$ cat config.mk
export PLATFORM = sky130hd
export DESIGN_NAME = if_id_queue_flat
export DESIGN_NICKNAME = d
export VERILOG_FILES = /design/src/rtl/if_id_queue_pkg.sv /design/src/rtl/if_id_queue_if.sv /design/src/rtl/if_id_queue.sv /design/src/flat_wrapper.sv
export SDC_FILE = /design/constraint.sdc
export NUM_CORES = 1
export LEC_CHECK = 0
export ABC_AREA = 1
export CAP_MARGIN = 20
export CORE_AREA = 10 10 228 208
export DETAILED_ROUTE_END_ITERATION = 6
export DIE_AREA = 0 0 238 218
export HOLD_SLACK_MARGIN = 0.08
export MAX_ROUTING_LAYER = met4
export PLACE_DENSITY = 0.67
export REMOVE_ABC_BUFFERS = 1
export SYNTH_ARGS = -nofsm -noshare
export SYNTH_HDL_FRONTEND = slang
export SYNTH_SLANG_ARGS = --single-unit
$ cat constraint.sdc
create_clock -name clk -period 5.3 [get_ports clk]
set_input_delay 0.53 -clock clk [delete_from_list [all_inputs] [get_ports clk]]
set_output_delay 0.53 -clock clk [all_outputs]
set_load 0.005 [all_outputs]
$ cat src/rtl/if_id_queue_pkg.sv
// Shared types and constants for the fetch/decode decoupling queue.
package if_id_queue_pkg;

  localparam int XLEN = 32;

  // addi x0, x0, 0 -- presented to decode whenever the queue is empty
  localparam logic [XLEN-1:0] NOP_INSTR = 32'h0000_0013;

  typedef struct packed {
    logic [XLEN-1:0] instr;
    logic [XLEN-1:0] pc;
    logic [XLEN-1:0] pcplus4;
  } fetch_pkt_t;

endpackage

$ cat src/rtl/if_id_queue_if.sv
// Fetch-side and decode-side signals of the IF/ID queue.
// slave: the queue itself; master: whoever drives fetch words and the decode stall.
interface if_id_queue_if
  import if_id_queue_pkg::*;
#(
  parameter int DEPTH = 4
);
  localparam int CW = $clog2(DEPTH + 1);

  logic            in_valid;
  logic            in_ready;
  logic [XLEN-1:0] in_instr;
  logic [XLEN-1:0] in_pc;
  logic [XLEN-1:0] in_pcplus4;
  logic            flush;
  logic            out_valid;
  logic            out_ready;
  logic [XLEN-1:0] out_instr;
  logic [XLEN-1:0] out_pc;
  logic [XLEN-1:0] out_pcplus4;
  logic [CW-1:0]   count;

  modport slave (
    input  in_valid, in_instr, in_pc, in_pcplus4, flush, out_ready,
    output in_ready, out_valid, out_instr, out_pc, out_pcplus4, count
  );

  modport master (
    output in_valid, in_instr, in_pc, in_pcplus4, flush, out_ready,
    input  in_ready, out_valid, out_instr, out_pc, out_pcplus4, count
  );

endinterface

$ cat src/rtl/if_id_queue.sv
// IF/ID decoupling queue: circular buffer of fetch packets with
// first-word fall-through from storage. Full/empty come from the
// occupancy counter; pointers wrap naturally at DEPTH (power of two).
module if_id_queue
  import if_id_queue_pkg::*;
#(
  parameter int DEPTH = 4
) (
  input  logic          clk,
  input  logic          rst,
  if_id_queue_if.slave  q
);

  localparam int PW = $clog2(DEPTH);
  localparam int CW = $clog2(DEPTH + 1);

  fetch_pkt_t       mem_q [DEPTH];
  logic [PW-1:0]    wr_ptr_q, wr_ptr_d;
  logic [PW-1:0]    rd_ptr_q, rd_ptr_d;
  logic [CW-1:0]    count_q,  count_d;

  logic             full, empty;
  logic             push, pop;
  fetch_pkt_t       wr_pkt, head;

  // Occupancy flags; in_ready depends on count only, so decode stalls
  // never reach fetch combinationally.
  always_comb begin
    full  = (count_q == CW'(DEPTH));
    empty = (count_q == '0);
    push  = q.in_valid & ~full & ~q.flush;
    pop   = ~empty & q.out_ready & ~q.flush;
  end

  // Next-state pointers and count; flush wins over any push/pop.
  always_comb begin
    wr_ptr_d = wr_ptr_q;
    rd_ptr_d = rd_ptr_q;
    count_d  = count_q;
    if (q.flush) begin
      wr_ptr_d = '0;
      rd_ptr_d = '0;
      count_d  = '0;
    end else begin
      if (push) wr_ptr_d = wr_ptr_q + 1'b1;
      if (pop)  rd_ptr_d = rd_ptr_q + 1'b1;
      count_d = count_q + CW'(push) - CW'(pop);
    end
  end

  // Pointer/count registers, cleared asynchronously.
  always_ff @(posedge clk or posedge rst) begin
    if (rst) begin
      wr_ptr_q <= '0;
      rd_ptr_q <= '0;
      count_q  <= '0;
    end else begin
      wr_ptr_q <= wr_ptr_d;
      rd_ptr_q <= rd_ptr_d;
      count_q  <= count_d;
    end
  end

  always_comb begin
    wr_pkt.instr   = q.in_instr;
    wr_pkt.pc      = q.in_pc;
    wr_pkt.pcplus4 = q.in_pcplus4;
  end

  // Storage write; contents are never cleared, only masked by count.
  always_ff @(posedge clk) begin
    if (push) mem_q[wr_ptr_q] <= wr_pkt;
  end

  // Head presentation straight from storage; empty shows a NOP with zero PCs
  // so decode never sees stale or undefined data.
  always_comb begin
    head          = mem_q[rd_ptr_q];
    q.in_ready    = ~full;
    q.out_valid   = ~empty;
    q.count       = count_q;
    q.out_instr   = empty ? NOP_INSTR : head.instr;
    q.out_pc      = empty ? '0        : head.pc;
    q.out_pcplus4 = empty ? '0        : head.pcplus4;
  end

endmodule
$ cat src/flat_wrapper.sv
// flat-port wrapper written by rule: the top's interface ports become plain ports
module if_id_queue_flat import if_id_queue_pkg::*;
#(
  parameter int DEPTH = 4
)
  (clk, rst, q_in_valid, q_in_instr, q_in_pc, q_in_pcplus4, q_flush, q_out_ready, q_in_ready, q_out_valid, q_out_instr, q_out_pc, q_out_pcplus4, q_count);
  if_id_queue_if #(.DEPTH(DEPTH)) q_i ();
  input  logic clk;
  input  logic rst;
  input wire logic [$bits(q_i.in_valid)-1:0] q_in_valid;
  input wire logic [$bits(q_i.in_instr)-1:0] q_in_instr;
  input wire logic [$bits(q_i.in_pc)-1:0] q_in_pc;
  input wire logic [$bits(q_i.in_pcplus4)-1:0] q_in_pcplus4;
  input wire logic [$bits(q_i.flush)-1:0] q_flush;
  input wire logic [$bits(q_i.out_ready)-1:0] q_out_ready;
  output wire logic [$bits(q_i.in_ready)-1:0] q_in_ready;
  output wire logic [$bits(q_i.out_valid)-1:0] q_out_valid;
  output wire logic [$bits(q_i.out_instr)-1:0] q_out_instr;
  output wire logic [$bits(q_i.out_pc)-1:0] q_out_pc;
  output wire logic [$bits(q_i.out_pcplus4)-1:0] q_out_pcplus4;
  output wire logic [$bits(q_i.count)-1:0] q_count;
  assign q_i.in_valid = q_in_valid;
  assign q_i.in_instr = q_in_instr;
  assign q_i.in_pc = q_in_pc;
  assign q_i.in_pcplus4 = q_in_pcplus4;
  assign q_i.flush = q_flush;
  assign q_i.out_ready = q_out_ready;
  assign q_in_ready = q_i.in_ready;
  assign q_out_valid = q_i.out_valid;
  assign q_out_instr = q_i.out_instr;
  assign q_out_pc = q_i.out_pc;
  assign q_out_pcplus4 = q_i.out_pcplus4;
  assign q_count = q_i.count;
  if_id_queue #(.DEPTH(DEPTH)) u_core (.clk(clk), .rst(rst), .q(q_i));
endmodule
==> impl_metrics.json, run 1 <==
{
  "clk_pin_slew_worst_paths_ns": 0.06,
  "syn_to_final_growth_pct": 22.6,
  "first_iter_violations": 867,
  "cts_buffer_depth": 3,
  "period_needed_ns": 3.85,
  "crit_family": "buffers and inverters",
  "endpoint_kind": "output pin",
  "swShare": 0.302,
  "synth_top_area_cell": "edfxtp_1",
  "yosysWarningCount": 0,
  "total_power_uw": 9480,
  "powerDensity_nw_per_um2": 461,
  "die_h_um": 218,
  "rsz0062_at_grt": "false",
  "place_ws_ns": 1.85,
  "worst_clock_skew_ns": 0.0137,
  "ys_seq_area_frac": 0.697,
  "wl_met3_um": 2400,
  "hold_viol": 0,
  "fin_ws_ns": 1.45,
  "portBuffers": 201,
  "viasPerCell": 4.67,
  "fin_crit_sh": 0.727,
  "die_x_um": 238,
  "hold_buffers": 0,
  "post_drt_wl_per_cell_um": 16.9,
  "core.rowCount": 72,
  "drv_cap": 0,
  "core_um2": 42600,
  "post-place-cells": 2267,
  "synth_area_leaders": "edfxtp_1, nand2_1, inv_1, nand3_1, a21oi_1",
  "fin_cells": 2340,
  "avgSynthCellArea_um2": 10.7,
  "cts_buffers": 41,
  "drv_slew": 0,
  "ys_types": 23,
  "pwr-share-clk": 0.302,
  "wl_um": 39600,
  "ys_ff_latch": 391,
  "drive_gt1_frac": 0.0448,
  "grt-ovfl-total": 0,
  "grt_max_degree": 134,
  "grt_pass1_wl_um": 61000,
  "slowest_delay_ns": 0.74,
  "hp-class": "in -> async",
  "highest_layer": "met4",
  "dieArea_um2": 51900,
  "yosys-top-cells-count": "nand2_1, inv_1, edfxtp_1, nand3_1, a21oi_1",
  "cts_htree_levels": 2,
  "io-pin-count": 202,
  "worstPathCellList": "nor2_2 -> nand2_4 -> clkinv_2 -> buf_4 -> a21oi_1 -> clkdlybuf4s50_1",
  "ant_nets": 0,
  "cp.arrival_ns": 3.32,
  "wl_met2_um": 19200,
  "crit_path_start_kind": "flop",
  "cp_slowest_cell": "clkinv_2",
  "drc_errors": 0,
  "hpwl_um": 23000,
  "slew_headroom": 0.253,
  "comb_power_share": 0.310,
  "initial_core_util": 0.394,
  "cp.required_ns": 4.77,
  "dr.pass1.iters": 5,
  "async_flop_share": 0.0179,
  "fin_util": 0.483,
  "syn_inst": 1570,
  "cts_resized": 0,
  "criticalPathCategory": "reg -> out",
  "cts_root_buffer": "clkbuf_16",
  "path_buf_inv": 3,
  "place_congestion": 0.769,
  "internal_power_uw": 6620,
  "syn_area_um2": 16800,
  "finalSetupViolCount": 0,
  "final_nets": 1864,
  "route.vias.total": 10900,
  "crit_fanout": 53,
  "yosysMostFrequentCell": "nand2_1",
  "ir_drop_uv": 282,
  "insertion_delay_ns": 0.55,
  "fmax_mhz": 259,
  "tightest_slew_ns": 1.12,
  "grt_pass1_vias": 10800,
  "status": "completed",
  "antenna_found_initial": 1,
  "p_switching_uw": 2870,
  "synth_top_area_share": 0.686,
  "cts.sinks": 391,
  "synth_edf_count": 384,
  "met1Wirelength_um": 17100,
  "gr-usage-all-layers": 0.155,
  "fin_setup_tns_ns": 0,
  "synthFlopType": "edfxtp_1",
  "leakagePower_uw": 0.00863,
  "tritoncts": "done",
  "seqPwrFrac": 0.388,
  "cts_setup_buffers": 0
}
sequential cells by signal, indices dropped and copies added, names as in the netlist:
name and flops:
u_core.mem_q 384, u_core.rd_ptr_q 2, u_core.wr_ptr_q 2, u_core.q.count 3
metrics by stage:
stage / hold WS, ns / instance area, um2
2_1_floorplan: 0.333 / 16300
3_3_place_gp: 0.556 / 19200
3_5_place_dp: 0.578 / 19200
4_1_cts: 0.206 / 20600
5_1_grt: 0.249 / 20600
6_report: 0.226 / 20600
logic make-up after synthesis:
kind of cell,after synthesis,synth area share
compound gates,100,0.0302
fa+ha+maj,7,0.00566
buf+inv,469,0.117
flops,391,0.697
simple gates,603,0.150
area by class of cell:
class	count	area, um2
multi-input combinational	710	3160
tap	555	694
timing repair buffer	217	2200
clock inverter	17	208
clock buffer	54	1120
sequential	391	11700
antenna	1	2.50
fill	3804	22000
inverter	395	1490
worst paths after layout:
| kind | startpoint | end | slack, ns | cells past startpoint |
|---|---|---|---|---|
| setup / recovery | u_core.q.count[1]$_DFF_PP0_ | q_out_instr[30] | 1.45 | 6 |
| min in group clk | u_core.wr_ptr_q[0]$_DFFE_PP0P_ | u_core.wr_ptr_q[0]$_DFFE_PP0P_ | 0.59 | 2 |
| setup reg to reg | u_core.q.count[1]$_DFF_PP0_ | u_core.mem_q[1][80]$_DFFE_PP_ | 2.59 | 5 |
| hold / removal | rst | u_core.q.count[2]$_DFF_PP0_ | 0.23 | 2 |
| hold reg to reg | u_core.wr_ptr_q[0]$_DFFE_PP0P_ | u_core.wr_ptr_q[0]$_DFFE_PP0P_ | 0.59 | 2 |
| max in group asynchronous | rst | u_core.rd_ptr_q[1]$_DFFE_PP0P_ | 4.81 | 2 |
metal layers:
metal / track usage / up-vias
met4: 0.0478 / 0
met3: 0.0311 / 58
li1: - / 5367
met5: - / -
met1: 0.194 / 5202
met2: 0.251 / 299
cell usage in the layout (no fill, tap or decap):
master,netlist,layout
inv_1,391,391
o211ai_1,3,3
inv_4,1,1
nand4_1,4,4
buf_12,0,4
nor2_4,0,4
clkinv_1,1,8
dfrtp_4,0,2
ha_1,6,6
clkinvlp_4,0,1
clkinv_2,1,4
bufinv_16,0,5
buf_4,14,11
nand2_1,393,393
nor2_2,1,1
edfxtp_1,384,384
nor2_1,9,5
clkbuf_16,0,43
clkdlybuf4s50_1,0,201
clkbuf_1,12,11
fa_1,1,1
diode_2,0,1
dfrtp_1,7,5
inv_6,0,2
a21oi_1,94,94
buf_16,0,1
nand2_4,1,1
nand3_1,195,195
o21ai_0,3,3
power groups by stage:
stage	Clock [uW]	Combinational [uW]	Sequential (uW)
2_1_floorplan	0	1280	3850
6_report	2870	2940	3680
3_3_place_gp	0	2960	3740
4_1_cts	2930	3000	3680
3_5_place_dp	0	2980	3750
5_1_grt	3070	3250	3700
(Power assumes the default switching activity.)
==> run 2: changes to the inputs <==
--- a/config.mk
+++ b/config.mk
@@ -12,7 +12,7 @@
 export DIE_AREA = 0 0 238 218
 export HOLD_SLACK_MARGIN = 0.08
 export MAX_ROUTING_LAYER = met4
-export PLACE_DENSITY = 0.67
+export PLACE_DENSITY = 0.65
 export REMOVE_ABC_BUFFERS = 1
 export SYNTH_ARGS = -nofsm -noshare
 export SYNTH_HDL_FRONTEND = slang
==> constraint.sdc (replaced) <==
create_clock -name clk -period 4 [get_ports clk]
set_input_delay 0.4 -clock clk [delete_from_list [all_inputs] [get_ports clk]]
set_output_delay 0.4 -clock clk [all_outputs]
set_load 0.005 [all_outputs]
==> run 2 against run 1 <==
  * Utilization grew 0.49 points
  * Worst setup slack lost 0.80 ns
  * Sequential power increased by 33%
  * Non-clock buffer count up 13
  * Via count grew 0.47%
  * Global-route usage down 0.24 points
  * Wire length shrank 1.7%
  * Critical endpoint is now q_out_instr[0]
==> impl_metrics.json, run 2 (synthesized netlist as in run 1, its figures left out) <==
{
  "cts_setup_buffers": 0,
  "rsz0062_at_grt": "false",
  "finalSetupViolCount": 0,
  "viasPerCell": 4.65,
  "gr-usage-all-layers": 0.153,
  "tritoncts": "done",
  "cp_slowest_cell": "dfrtp_4",
  "slowest_delay_ns": 0.67,
  "crit_start": "u_core.rd_ptr_q[0]$_DFFE_PP0P_",
  "period_needed_ns": 3.36,
  "dr.pass1.iters": 6,
  "rr_startpoint": "u_core.q.count[1]$_DFF_PP0_",
  "cts.sinks": 391,
  "cts_root_buffer": "clkbuf_16",
  "grt_max_degree": 101,
  "status": "completed",
  "drv_slew": 0,
  "path_buf_inv": 3,
  "fin_setup_tns_ns": 0,
  "tightest_slew_ns": 0.905,
  "first_iter_violations": 817,
  "crit_path_start_kind": "flop",
  "fillCellCount": 3795,
  "core.rowCount": 72,
  "powerDensity_nw_per_um2": 604,
  "cts_buffer_depth": 3,
  "portBuffers": 201,
  "fin_crit_sh": 0.840,
  "hold_viol": 0,
  "final_nets": 1878,
  "r2r_end": "u_core.mem_q[2][2]$_DFFE_PP_",
  "leakagePower_uw": 0.00873,
  "cp.required_ns": 3.60,
  "grt-ovfl-total": 0,
  "drv_cap": 0,
  "route.vias.total": 11000,
  "place_ws_ns": 1.11,
  "reg2reg_slack_ns": 1.54,
  "final_cell_mix": "nand2_1, inv_1, edfxtp_1",
  "die_h_um": 218,
  "syn_to_final_growth_pct": 23.8,
  "die_x_um": 238,
  "hpwl_um": 23500,
  "crit_family": "buffers and inverters",
  "total_power_uw": 12600,
  "antenna_found_initial": 4,
  "dieArea_um2": 51900,
  "cts_resized": 0,
  "largest_register_ff_count": 384,
  "worst_clock_skew_ns": 0.00990,
  "fin_ws_ns": 0.642,
  "grt_pass1_vias": 11000,
  "cts_htree_levels": 2,
  "drive_gt1_frac": 0.0527,
  "place_congestion": 0.777,
  "crit_fanout": 76,
  "post_drt_wl_per_cell_um": 16.5,
  "criticalPathCategory": "reg -> out",
  "endpoint_kind": "output pin",
  "drc_errors": 0,
  "fmax_mhz": 298,
  "ant_nets": 0,
  "ir_drop_uv": 341,
  "cts_buffers": 42,
  "grt_pass1_wl_um": 61100,
  "wl_um": 38900,
  "insertion_delay_ns": 0.53,
  "io-pin-count": 202,
  "cp.arrival_ns": 2.96,
  "max_flop_register": "u_core.mem_q",
  "rr_worst_depth": 5,
  "core_um2": 42600,
  "initial_core_util": 0.394,
  "clk_pin_slew_worst_paths_ns": 0.06,
  "final_common_cell": "nand2_1",
  "worstPathCellList": "inv_6 -> buf_4 -> o211ai_1 -> nand3_1 -> clkdlybuf4s50_1",
  "slew_headroom": 0.395,
  "hold_buffers": 0,
  "hp-class": "in -> async"
}
==> run 2: cell count changes in the layout (fill, tap and decap cells not counted) <==
cell,change
buf_16,-1
inv_4,-1
clkinv_1,+3
clkinv_2,+6
clkinvlp_4,-1
inv_6,-1
clkbuf_1,-1
clkbuf_16,+2
bufinv_16,-3
buf_12,+12
buf_4,+2
diode_2,+3
==> run 2: worst register-to-register path: stages (launching register included) <==
cell and delay (ns):
dfrtp_1 0.45, nor2_1 0.06, nand2_1 0.15, nand3_1 0.35, nor2_4 0.82, buf_4 0.33
==> run 2: stage by stage <==
stage	hold WS [ns]	cells	cell area (um2)	utilization
floorplan	0.203	1496	16300	-
global placement	0.550	2281	19500	0.457
detailed placement	0.565	2281	19500	0.457
CTS	0.105	2356	20800	0.488
global route	0.148	2360	20800	0.488
finish	0.118	2360	20800	0.488
==> run 2: how the worst max path moves through the flow <==
stage | end | slack, ns | cells after the start
2_1_floorplan | q_out_instr[0] | -1.83 | 3
3_3_place_gp | u_core.mem_q[2][39]$_DFFE_PP_ | 1.12 | 5
3_5_place_dp | u_core.mem_q[2][39]$_DFFE_PP_ | 1.11 | 5
4_1_cts | q_out_instr[0] | 0.57 | 5
5_1_grt | q_out_instr[1] | 0.45 | 6
6_report | q_out_instr[0] | 0.64 | 5
==> run 2: per-layer routing <==
metal / GRT usage / part of all wire / vias to the layer above
li1: - / - / 5403
met1: 0.187 / 0.43 / 5221
met2: 0.251 / 0.49 / 296
met3: 0.0366 / 0.068 / 57
met4: 0.0384 / 0.017 / 0
met5: - / 0 / -
==> run 2: final cells by class <==
cell class              instances  area [um2]  share of cell area
flip-flops and latches        391       11700               0.563
inverters                     395        1490              0.0716
multi-input cells             710        3160               0.152
well taps                     555         694              0.0334
clock inverters                20         138             0.00662
diodes                          4        10.0            0.000481
repair buffers                230        2430               0.117
clock buffers                  55        1160              0.0559
==> run 2: power by group <==
group | internal [uW] | total, uW | switching [uW]
clock | 2170 | 3660 | 1490
sequential | 4760 | 4880 | 116
combinational | 1800 | 4020 | 2220
